**src/rtl/vref_trim_pkg.sv**
```systemverilog
// rtl/vref_trim_pkg.sv - shared types and constants for the bandgap trim sequencer
package vref_trim_pkg;

    localparam int TRIM_W = 8;
    localparam logic [TRIM_W-1:0] TRIM_MID = 8'h80;

    typedef enum logic [1:0] {
        MODE_MANUAL = 2'b00,
        MODE_SAR    = 2'b01,
        MODE_SWEEP  = 2'b10,
        MODE_OFF    = 2'b11
    } mode_t;

    typedef enum logic [3:0] {
        ST_IDLE,
        ST_PWRUP,
        ST_MANUAL,
        ST_SAR_SET,
        ST_SAR_WAIT,
        ST_SAR_DECIDE,
        ST_SWP_HOLD,
        ST_SWP_NEXT,
        ST_DONE
    } state_t;

endpackage

```
**src/rtl/vref_trim_seq_sync2.sv**
```systemverilog
// rtl/vref_trim_seq_sync2.sv - two-flop synchroniser for the asynchronous comparator input
module sync2 (
    input  logic clk,
    input  logic rst_n,
    input  logic d,
    output logic q
);

    logic meta;

    always_ff @(posedge clk) begin
        if (!rst_n) begin
            meta <= 1'b0;
            q    <= 1'b0;
        end else begin
            meta <= d;
            q    <= meta;
        end
    end

endmodule

```
**src/rtl/vref_trim_seq.sv**
```systemverilog
// rtl/vref_trim_seq.sv - bandgap power-up, manual hold, SAR trim and code sweep sequencer
module vref_trim_seq
    import vref_trim_pkg::*;
#(
    parameter int SETTLE_CYCLES = 1024,
    parameter int STEP_CYCLES   = 64
) (
    input  logic       clk,
    input  logic       rst_n,
    input  logic       start,
    input  logic [1:0] mode,
    input  logic [7:0] manual_trim,
    input  logic [1:0] manual_sel,
    input  logic       comp_in,
    output logic       bg_en,
    output logic [7:0] trim,
    output logic       sel_bg,
    output logic       sel_iout,
    output logic       busy,
    output logic       done,
    output logic       sample
);

    localparam int SW = $clog2(SETTLE_CYCLES);
    localparam int TW = $clog2(STEP_CYCLES);
    localparam logic [SW-1:0] SETTLE_LOAD = SW'(SETTLE_CYCLES - 1);
    localparam logic [TW-1:0] STEP_LOAD   = TW'(STEP_CYCLES - 1);

    state_t        state;
    mode_t         mode_q;
    mode_t         mode_in;
    logic [SW-1:0] settle_cnt;
    logic [TW-1:0] step_cnt;
    logic [2:0]    bit_idx;
    logic          comp_s;

    assign mode_in = mode_t'(mode);

    sync2 u_comp_sync (
        .clk   (clk),
        .rst_n (rst_n),
        .d     (comp_in),
        .q     (comp_s)
    );

    // Abort shares the reset path so that no partial trim state survives it.
    always_ff @(posedge clk) begin
        if (!rst_n || mode_in == MODE_OFF) begin
            state      <= ST_IDLE;
            mode_q     <= MODE_MANUAL;
            settle_cnt <= '0;
            step_cnt   <= '0;
            bit_idx    <= 3'd7;
            bg_en      <= 1'b0;
            trim       <= TRIM_MID;
            sel_bg     <= 1'b0;
            sel_iout   <= 1'b0;
            busy       <= 1'b0;
            done       <= 1'b0;
            sample     <= 1'b0;
        end else begin
            sample <= 1'b0;
            if ((state == ST_IDLE || state == ST_DONE) && start) begin
                state      <= ST_PWRUP;
                mode_q     <= mode_in;
                settle_cnt <= SETTLE_LOAD;
                step_cnt   <= '0;
                bit_idx    <= 3'd7;
                bg_en      <= 1'b1;
                busy       <= 1'b1;
                done       <= 1'b0;
                sel_bg     <= 1'b0;
                sel_iout   <= 1'b0;
                trim       <= (mode_in == MODE_SWEEP) ? '0 : TRIM_MID;
            end else begin
                case (state)
                    ST_PWRUP: begin
                        if (settle_cnt == '0) begin
                            case (mode_q)
                                MODE_MANUAL: state <= ST_MANUAL;
                                MODE_SAR: begin
                                    state  <= ST_SAR_SET;
                                    sel_bg <= 1'b1;
                                end
                                default: begin
                                    state    <= ST_SWP_HOLD;
                                    step_cnt <= STEP_LOAD;
                                    sel_bg   <= 1'b1;
                                end
                            endcase
                        end else begin
                            settle_cnt <= settle_cnt - 1'b1;
                        end
                    end
                    ST_MANUAL: begin
                        trim     <= manual_trim;
                        sel_bg   <= manual_sel[0];
                        sel_iout <= manual_sel[1];
                    end
                    ST_SAR_SET: begin
                        trim[bit_idx] <= 1'b1;
                        step_cnt      <= STEP_LOAD;
                        state         <= ST_SAR_WAIT;
                    end
                    ST_SAR_WAIT: begin
                        if (step_cnt == '0) state <= ST_SAR_DECIDE;
                        else step_cnt <= step_cnt - 1'b1;
                    end
                    ST_SAR_DECIDE: begin
                        if (comp_s) trim[bit_idx] <= 1'b0;
                        if (bit_idx == 3'd0) begin
                            state <= ST_DONE;
                            busy  <= 1'b0;
                            done  <= 1'b1;
                        end else begin
                            bit_idx <= bit_idx - 1'b1;
                            state   <= ST_SAR_SET;
                        end
                    end
                    ST_SWP_HOLD: begin
                        // Registered strobe, so raise it one count early to land in the last hold cycle.
                        sample <= (step_cnt == TW'(1));
                        if (step_cnt == '0) state <= ST_SWP_NEXT;
                        else step_cnt <= step_cnt - 1'b1;
                    end
                    ST_SWP_NEXT: begin
                        if (trim == {TRIM_W{1'b1}}) begin
                            state <= ST_DONE;
                            busy  <= 1'b0;
                            done  <= 1'b1;
                        end else begin
                            trim     <= trim + 1'b1;
                            step_cnt <= STEP_LOAD;
                            state    <= ST_SWP_HOLD;
                        end
                    end
                    default: ;
                endcase
            end
        end
    end

endmodule

```
**config.mk**
```make
export PLATFORM = sky130hd
export DESIGN_NAME = vref_trim_seq
export DESIGN_NICKNAME = d
export VERILOG_FILES = /design/src/rtl/vref_trim_pkg.sv /design/src/rtl/vref_trim_seq_sync2.sv /design/src/rtl/vref_trim_seq.sv
export SDC_FILE = /design/constraint.sdc
export NUM_CORES = 1
export LEC_CHECK = 0
export ABC_CLOCK_PERIOD_IN_PS = 2900
export CORE_MARGIN = 2
export CORE_UTILIZATION = 40
export DETAILED_ROUTE_END_ITERATION = 12
export GPL_TIMING_DRIVEN = 0
export PLACE_DENSITY = 0.62
export SETUP_SLACK_MARGIN = 0.5
export SLEW_MARGIN = 20
export SYNTH_ARGS = -nofsm -noshare
export SYNTH_HDL_FRONTEND = slang
export SYNTH_SLANG_ARGS = --single-unit
```
**constraint.sdc**
```tcl
create_clock -name clk -period 2.9 [get_ports clk]
set_input_delay 0.435 -clock clk [delete_from_list [all_inputs] [get_ports clk]]
set_output_delay 0.435 -clock clk [all_outputs]
set_load 0.02 [all_outputs]
```
==> key figures, run 1 <==
Worst setup path
  • Worst Path Arrival: 2.46 ns
  • Crit end category: register
  • CP startpoint kind: register
  • Required time worst endpoint: 3.11 ns
  • Worst R2R Setup Slack: 0.65 ns
  • Reg2reg end: state[0]
  • R2r worst-path depth: 8
  • Crit Path Max Fanout: 10
  • Reg2reg start: bit_idx[1]
  • Critical path class: reg2reg

Power and ir drop
  • Combinational Power Share: between 20 and 25%
  • Worst vdd ir: between 0.4 and 0.5 mV
  • Net Sw Frac: roughly 30%
  • P per Cell Area: between 500 and 600 nW/um^2
  • Internal: roughly 1.1 mW
  • Tot Pwr: between 1.5 and 2 mW
  • Sw power: about 0.47 mW
  • Sequential power share: between 40% and 50%
  • Clock Power Share: between 30 and 40%
  • Leak pwr: between 1 and 1.5 nW

Placement
  • Dpl hpwl: just under 5000 um
  • Place WS: approximately 0.45 ns
  • Dpl cell area: approximately 2900 um^2
  • Port-buffer cells: 29
  • GPL Wtd Cong: roughly 0.92

Logic synthesis
  • Post-synth cell types: 55
  • Main combinational cell family by area after synthesis: simple AND/OR/NAND/NOR gates
  • Seq cells post-synth: about 40
  • EDFF count, synth: 0
  • Adder-cell area share of the yosys netlist: under 10%
  • Cell count after synthesis: about 320
  • Mapped Avg Cell Area: 7.95 um^2
  • Top FF cell, synth: dfxtp_1
  • FFs w/ async S/R, synth: 0%
  • Multiplexer share of the synthesized area: between 1 and 1.5%
  • Post-synthesis simple-gate area fraction: 28.6%
  • Synthesized net count: ~340
  • Synth Area in Compound Gates: between 20% and 30%
  • Post-synthesis sequential area ratio: 32.6%
  • Post-Syn Area: 2520 um^2
  • Post-Synth XOR/XNOR Area: between 2 and 3%
  • Yosys warns: 0

Drt
  • Drt first pass iters: 4
  • Post-route ant nets: 0
  • Final wirelength: 6770 um
  • DR DRC count: 0
  • Vias per std cell: around 6
  • WL/cell: 15.8 um
  • Via count: about 2500
  • DR iter-0 viols: between 200 and 250

Timing
  • Final Hold Viols: 0
  • Final worst-path cycle share: between 70% and 80%
  • Setup ws final: ~0.65 ns
  • Min cycle time layout: between 2 and 2.5 ns
  • Worst-Margin Slew: between 0.7 and 0.8 ns
  • Setup TNS: 0 ns
  • Fin Clk Skew: 0.00691 ns
  • Max-slew headroom: ~49%
  • Count of final setup violators: 0
  • RSZ-0062 raised after global routing: no
  • FMAX: between 0.4 and 0.5 GHz
  • Max-slew violations: 0

Floorplanning
  • Cell row count: 28
  • Die height: around 83 um
  • Die span in x: 83.4 um
  • Core ar.: about 6000 um^2
  • Initial Util: a little over two fifths
  • Die Area: just under 7000 um^2
  • Number of I/O pins: 30

Cells and area
  • Area Growth Syn to Fin: 20.6%
  • Nets: roughly 380
  • Post-route design area: around 3000 um^2
  • Layout cells sized above 1: slightly below 9%
  • Diodes inserted: 0

Global routing
  • Remaining Overflow, GRT: 0
  • First-pass GRT wire length: around 11000 um
  • GRT Overall Usage: about a fifth
  • Antenna violations before repair: 0
  • Vias in the first global route: 2261
  • Largest net degree at the start of global routing: 14

Min path
  • Worst Hold End: u_comp_sync.q
  • Worst hold path type: reg2reg
  • Hold path startpoint: u_comp_sync.meta
  • Worst hold stages: 1

Clock tree
  • Post-cts sizing count: 0
  • Inserted Clock Buffers: 5
  • Clk root buf: clkbuf_8
  • Number of setup buffers added after CTS: 0
  • Hold Buf Count CTS: 0
  • Clk slew on worst S/H paths: approximately 0.08 ns
  • Clock Tree Buf Depth: 2
  • CTS tree: yes
  • H-tree Lvls: 2
  • Clk_lat worst skew: a little under 0.3 ns
  • Num Clock Sinks: a little over 40

Outcome
  • Outcome: finished clean

Flow run
  • Max cap viols: 0
[through the flow]
step	cells	utilization [%]	hold slack, ns
floorplan	317	-	0.412
global route	429	50.7	0.469
finish	429	50.7	0.444
global placement	421	48.5	0.416
CTS	429	50.7	0.448
detailed placement	421	48.5	0.428
[cell families after synthesis]
kind of cell    after synthesis
fa+ha+maj                     6
simple gates                132
mux                           3
buf+inv                      36
compound gates               91
xor+xnor                      8
flops                        41
[cell type report]
cell class / count / area [um^2]
Fill cell: 595 / 2950
Multi-Input combinational cell: 240 / 1540
Sequential cell: 41 / 821
Timing Repair Buffer: 29 / 290
Buffer: 23 / 114
Tap cell: 75 / 93.8
Clock buffer: 5 / 68.8
Clock inverter: 3 / 65.1
Inverter: 13 / 48.8
[power groups by stage]
stage / registers [mW] / clock network, mW / logic (mW)
after floorplan: 0.660 / 0 / 0.273
after global placement: 0.658 / 0 / 0.383
after detailed placement: 0.659 / 0 / 0.388
after CTS: 0.646 / 0.563 / 0.390
after global routing: 0.653 / 0.580 / 0.429
final: 0.646 / 0.544 / 0.389
[synthesized netlist by cell type, types with 6 or more instances]
master    count  area [um^2]
dfxtp_1      41          821
a21oi_1      29          145
nand2_1      24         90.1
nor2_1       22         82.6
nand3_1      21          105
clkbuf_1     14         52.6
nor3_1       14         70.1
inv_1        13         48.8
o21ai_0      13         65.1
nand2b_1     10         62.6
a211oi_1      9         67.6
nand4_1       7         43.8
o31ai_1       7         52.6
buf_2         6         30.0
ha_1          6         75.1
nor3b_1       6         45.0
[worst max-delay path by stage]
| stage | start | end | slack, ns | cells past startpoint |
|---|---|---|---|---|
| floorplan | bit_idx[0] | state[0] | 0.95 | 8 |
| global placement | start | step_cnt[1] | 0.44 | 6 |
| detailed placement | start | step_cnt[1] | 0.45 | 6 |
| CTS | bit_idx[0] | state[0] | 0.62 | 8 |
| global route | bit_idx[1] | state[0] | 0.51 | 8 |
| finish | bit_idx[1] | state[0] | 0.65 | 8 |
[critical path, stage by stage (launching register included)]
cell and delay (ns):
dfxtp_1 0.31, clkbuf_1 0.34, inv_1 0.15, ha_1 0.21, ha_1 0.21, or3_1 0.37, clkbuf_1 0.19, and3_1 0.22
nor3_1 0.18
[layout by cell type, fill, tap and decap left out, types with 9 or more instances in the layout]
| master | n |
|---|---|
| o21ai_0 | 13 |
| nor3_1 | 14 |
| clkbuf_1 | 13 |
| a211oi_1 | 9 |
| nor2_1 | 22 |
| nand2b_1 | 10 |
| inv_1 | 13 |
| nand2_1 | 24 |
| clkdlybuf4s50_1 | 29 |
| a21oi_1 | 29 |
| nand3_1 | 21 |
| dfxtp_1 | 41 |
[metal layers]
metal	up-vias	routed length [um]	GRT usage (%)
met5	-	0	0
met4	0	39	3.58
met3	6	337	2.88
met2	80	3020	29.9
met1	1203	3370	28.9
li1	1239	-	-
[sequential cells by signal (all words and copies together) (netlist names)]
| signal | flops |
|---|---|
| bg_en | 1 |
| bit_idx | 3 |
| busy | 1 |
| done | 1 |
| mode_q | 2 |
| sample | 1 |
| sel_bg | 1 |
| sel_iout | 1 |
| settle_cnt | 10 |
| state | 4 |
| step_cnt | 6 |
| trim | 8 |
| u_comp_sync.meta | 1 |
| u_comp_sync.q | 1 |
Note: power is estimated with default switching activity, not from simulation.
==> run 2, diff against run 1 <==
ABC_CLOCK_PERIOD_IN_PS = 1990   (was 2900)
PLACE_DENSITY = 0.65   (was 0.62)
clock period = 1.99 ns   (was 2.9 ns; I/O delays follow)
==> run 2 against run 1 <==
Effect of this change: sequential share of layout area down 6.3 points; setup slack worse by 0.57 ns; die area unchanged; register-to-register slack got worse by 0.57 ns; final cell count is 12% higher; critical path depth fell by 1; via count rose by 14%; worst hold slack got worse by 0.0019 ns; wire length grew 28%; flip-flop and latch count stayed put; count of clock-buffer cells in the layout rose by 1.
==> key figures, run 2 (synthesis gave the netlist of run 1 again) <==
Placement
  • GPL Wtd Cong: 0.915 (-0.39%)
  • Place WS: -0.144 ns (-0.595 ns)
  • Dpl cell area: 3140 um^2 (+8.2%)
  • Dpl hpwl: 5060 um (+2.9%)
  • Port-buffer cells: 29 (unchanged)

Cells and area
  • Layout cells sized above 1: 45.2% (+36 points)
  • Area Growth Syn to Fin: 64.4%
  • Commonest non-fill, non-tap cell in the layout: buf_4
  • Nets: 426 (+14%)
  • Largest registers: settle_cnt (10), trim (8), step_cnt (6)
  • Commonest cells after routing, fill and taps aside: buf_4, dfxtp_1, nor2_1, buf_6, a21oi_1
  • Post-route design area: 4140 um^2 (+36%)
  • Diodes inserted: 0 (unchanged)
  • Biggest register: settle_cnt
  • Largest register FFs: 10 (unchanged)

Worst setup path
  • Reg2reg start: state[1]
  • Crit path from: state[1]
  • Worst Path Arrival: 2.08 ns (-0.38 ns)
  • R2r worst-path depth: 7 (-1)
  • CP bufs+invs: 2 (-1)
  • Reg2reg end: settle_cnt[9]
  • Crit end category: register
  • CP startpoint kind: register
  • Worst R2R Setup Slack: 0.08 ns (-0.57 ns)
  • Required time worst endpoint: 2.17 ns (-0.94 ns)
  • Most Frequent Cell on Critical Path: buf_6
  • CP peak stage delay: 0.52 ns (+0.15 ns)
  • Crit path cell chain: buf_6 > or4b_4 > a31oi_4 > buf_6 > nand4_1 > xor2_1 > a21oi_1
  • Cell at the slowest stage of the critical path: or4b_4
  • Critical path class: reg2reg
  • Crit-path leading delay family: simple AND/OR/NAND/NOR gates
  • Crit Path Max Fanout: 6 (-4)

Global routing
  • Met2 global-route usage: 37.7% (+7.8 points)
  • Largest net degree at the start of global routing: 15 (+1)
  • Busiest grt layer: met2
  • GRT Overall Usage: 22.9% (+3.5 points)
  • Remaining Overflow, GRT: 0 (unchanged)
  • First-pass GRT wire length: 13000 um (+17%)
  • Vias in the first global route: 2582 (+14%)
  • Antenna violations before repair: 0 (unchanged)
  • Met3 Resource Use GR: 2.98% (+0.099 points)
  • Global Route met1 Usage: 31.8% (+2.9 points)

Timing
  • Count of final setup violators: 0 (unchanged)
  • Final worst-path cycle share: 95.8% (+18 points)
  • Worst-Margin Slew: 0.692 ns (-0.0687 ns)
  • Final Hold Viols: 0 (unchanged)
  • Fin Clk Skew: 0.00981 ns (+0.00290 ns)
  • Max-slew headroom: 53.5% (+4.4 points)
  • Hold_ws: 0.442 ns (-0.00194 ns)
  • Setup TNS: 0 ns (unchanged)
  • RSZ-0062 raised after global routing: yes
  • Min cycle time layout: 1.91 ns (-0.342 ns)
  • Max-slew violations: 0 (unchanged)
  • Setup ws final: 0.0843 ns (-0.568 ns)
  • FMAX: 0.525 GHz (+18%)

Power and ir drop
  • P per Cell Area: 652 nW/um^2 (+25%)
  • Leak pwr: 1.58 nW (+47%)
  • Worst vdd ir: 0.581 mV (+44%)
  • Tot Pwr: 2.70 mW (+71%)

Drt
  • DR iter-0 viols: 282 (+40%)
  • Vias per std cell: 5.99 (+1.7%)
  • Final wirelength: 8650 um (+28%)
  • Post-route ant nets: 0 (unchanged)
  • DR DRC count: 0 (unchanged)
  • WL/cell: 18.0 um (+14%)
  • Drt first pass iters: 5 (+1)
  • Via count: 2877 (+14%)

Floorplanning
  • Number of I/O pins: 30 (unchanged)
  • Die Area: 6950 um^2 (unchanged)
  • Core ar.: 5990 um^2 (unchanged)
  • Die span in x: 83.4 um (unchanged)
  • Initial Util: 42.0% (unchanged)
  • Die height: 83.4 um (unchanged)
  • Cell row count: 28 (unchanged)

Clock tree
  • Clk slew on worst S/H paths: 0.09 ns (about the same)
  • Clock Tree Buf Depth: 2 (unchanged)
  • H-tree Lvls: 2 (unchanged)
  • Num Clock Sinks: 41 (unchanged)
  • Inserted Clock Buffers: 5 (unchanged)
  • Clk root buf: clkbuf_8
  • Clk_lat worst skew: 0.29 ns (about the same)
  • CTS tree: yes

Outcome
  • Outcome: finished clean

Min path
  • Worst Hold End: u_comp_sync.q
  • Hold path startpoint: u_comp_sync.meta
  • Worst hold stages: 1 (unchanged)
  • Worst hold path type: reg2reg

Flow run
  • Max cap viols: 0 (unchanged)
run 2: final cells by class:
| type | instances | area, um^2 |
|---|---|---|
| multi-input cells | 240 | 1960 |
| fillers | 458 | 1850 |
| flip-flops and latches | 41 | 860 |
| repair buffers | 80 | 772 |
| plain buffers | 23 | 259 |
| clock buffers | 6 | 93.8 |
| well taps | 75 | 93.8 |
| inverters | 13 | 62.6 |
| clock inverters | 2 | 38.8 |
run 2: routing by layer:
metal / wire length, um / up-vias
met3: 569 / 18
li1: - / 1353
met4: 119 / 0
met2: 4200 / 126
met5: 0 / -
met1: 3760 / 1380
run 2: what timing repair did:
item,4_1_cts,5_1_grt
endpoints found under the setup margin,53,38
buffers inserted,38,9
resized for setup,86,49
pin swaps,19,28
hold buffers,0,0
gates cloned,2,2
run 2: report_power, final:
group | internal, mW | switching (mW) | leakage, nW
combinational | 0.493 | 0.478 | 1.17
clock | 0.455 | 0.323 | 0.0669
sequential | 0.878 | 0.0736 | 0.343
total | 1.83 | 0.874 | 1.58
run 2: worst register-to-register path, stage by stage, from the launching register on:
cell     delay [ns]
dfxtp_2        0.32
buf_6          0.12
or4b_4         0.52
a31oi_4        0.22
buf_6          0.17
nand4_1        0.13
xor2_1         0.23
a21oi_1        0.09
run 2: per-stage QoR:
stage          std cells  util, %
6_report             480     69.1
3_3_place_gp         421     52.4
2_1_floorplan        317        -
4_1_cts              469     64.1
3_5_place_dp         421     52.4
5_1_grt              480     69.1
run 2: how the worst max path moves through the flow:
stage	slack, ns	cells after the start	endpoint
2_1_floorplan	0.28	6	sel_bg
3_3_place_gp	-0.14	5	trim[5]
3_5_place_dp	-0.14	5	state[2]
4_1_cts	0.13	8	step_cnt[5]
5_1_grt	0.04	9	step_cnt[2]
6_report	0.08	7	settle_cnt[9]
==> run 3, diff against run 2 <==
CTS_CLUSTER_DIAMETER = 40   (was default)
==> results of run 3 <==
Final layout, timing and power as in run 2 (identical DEF).
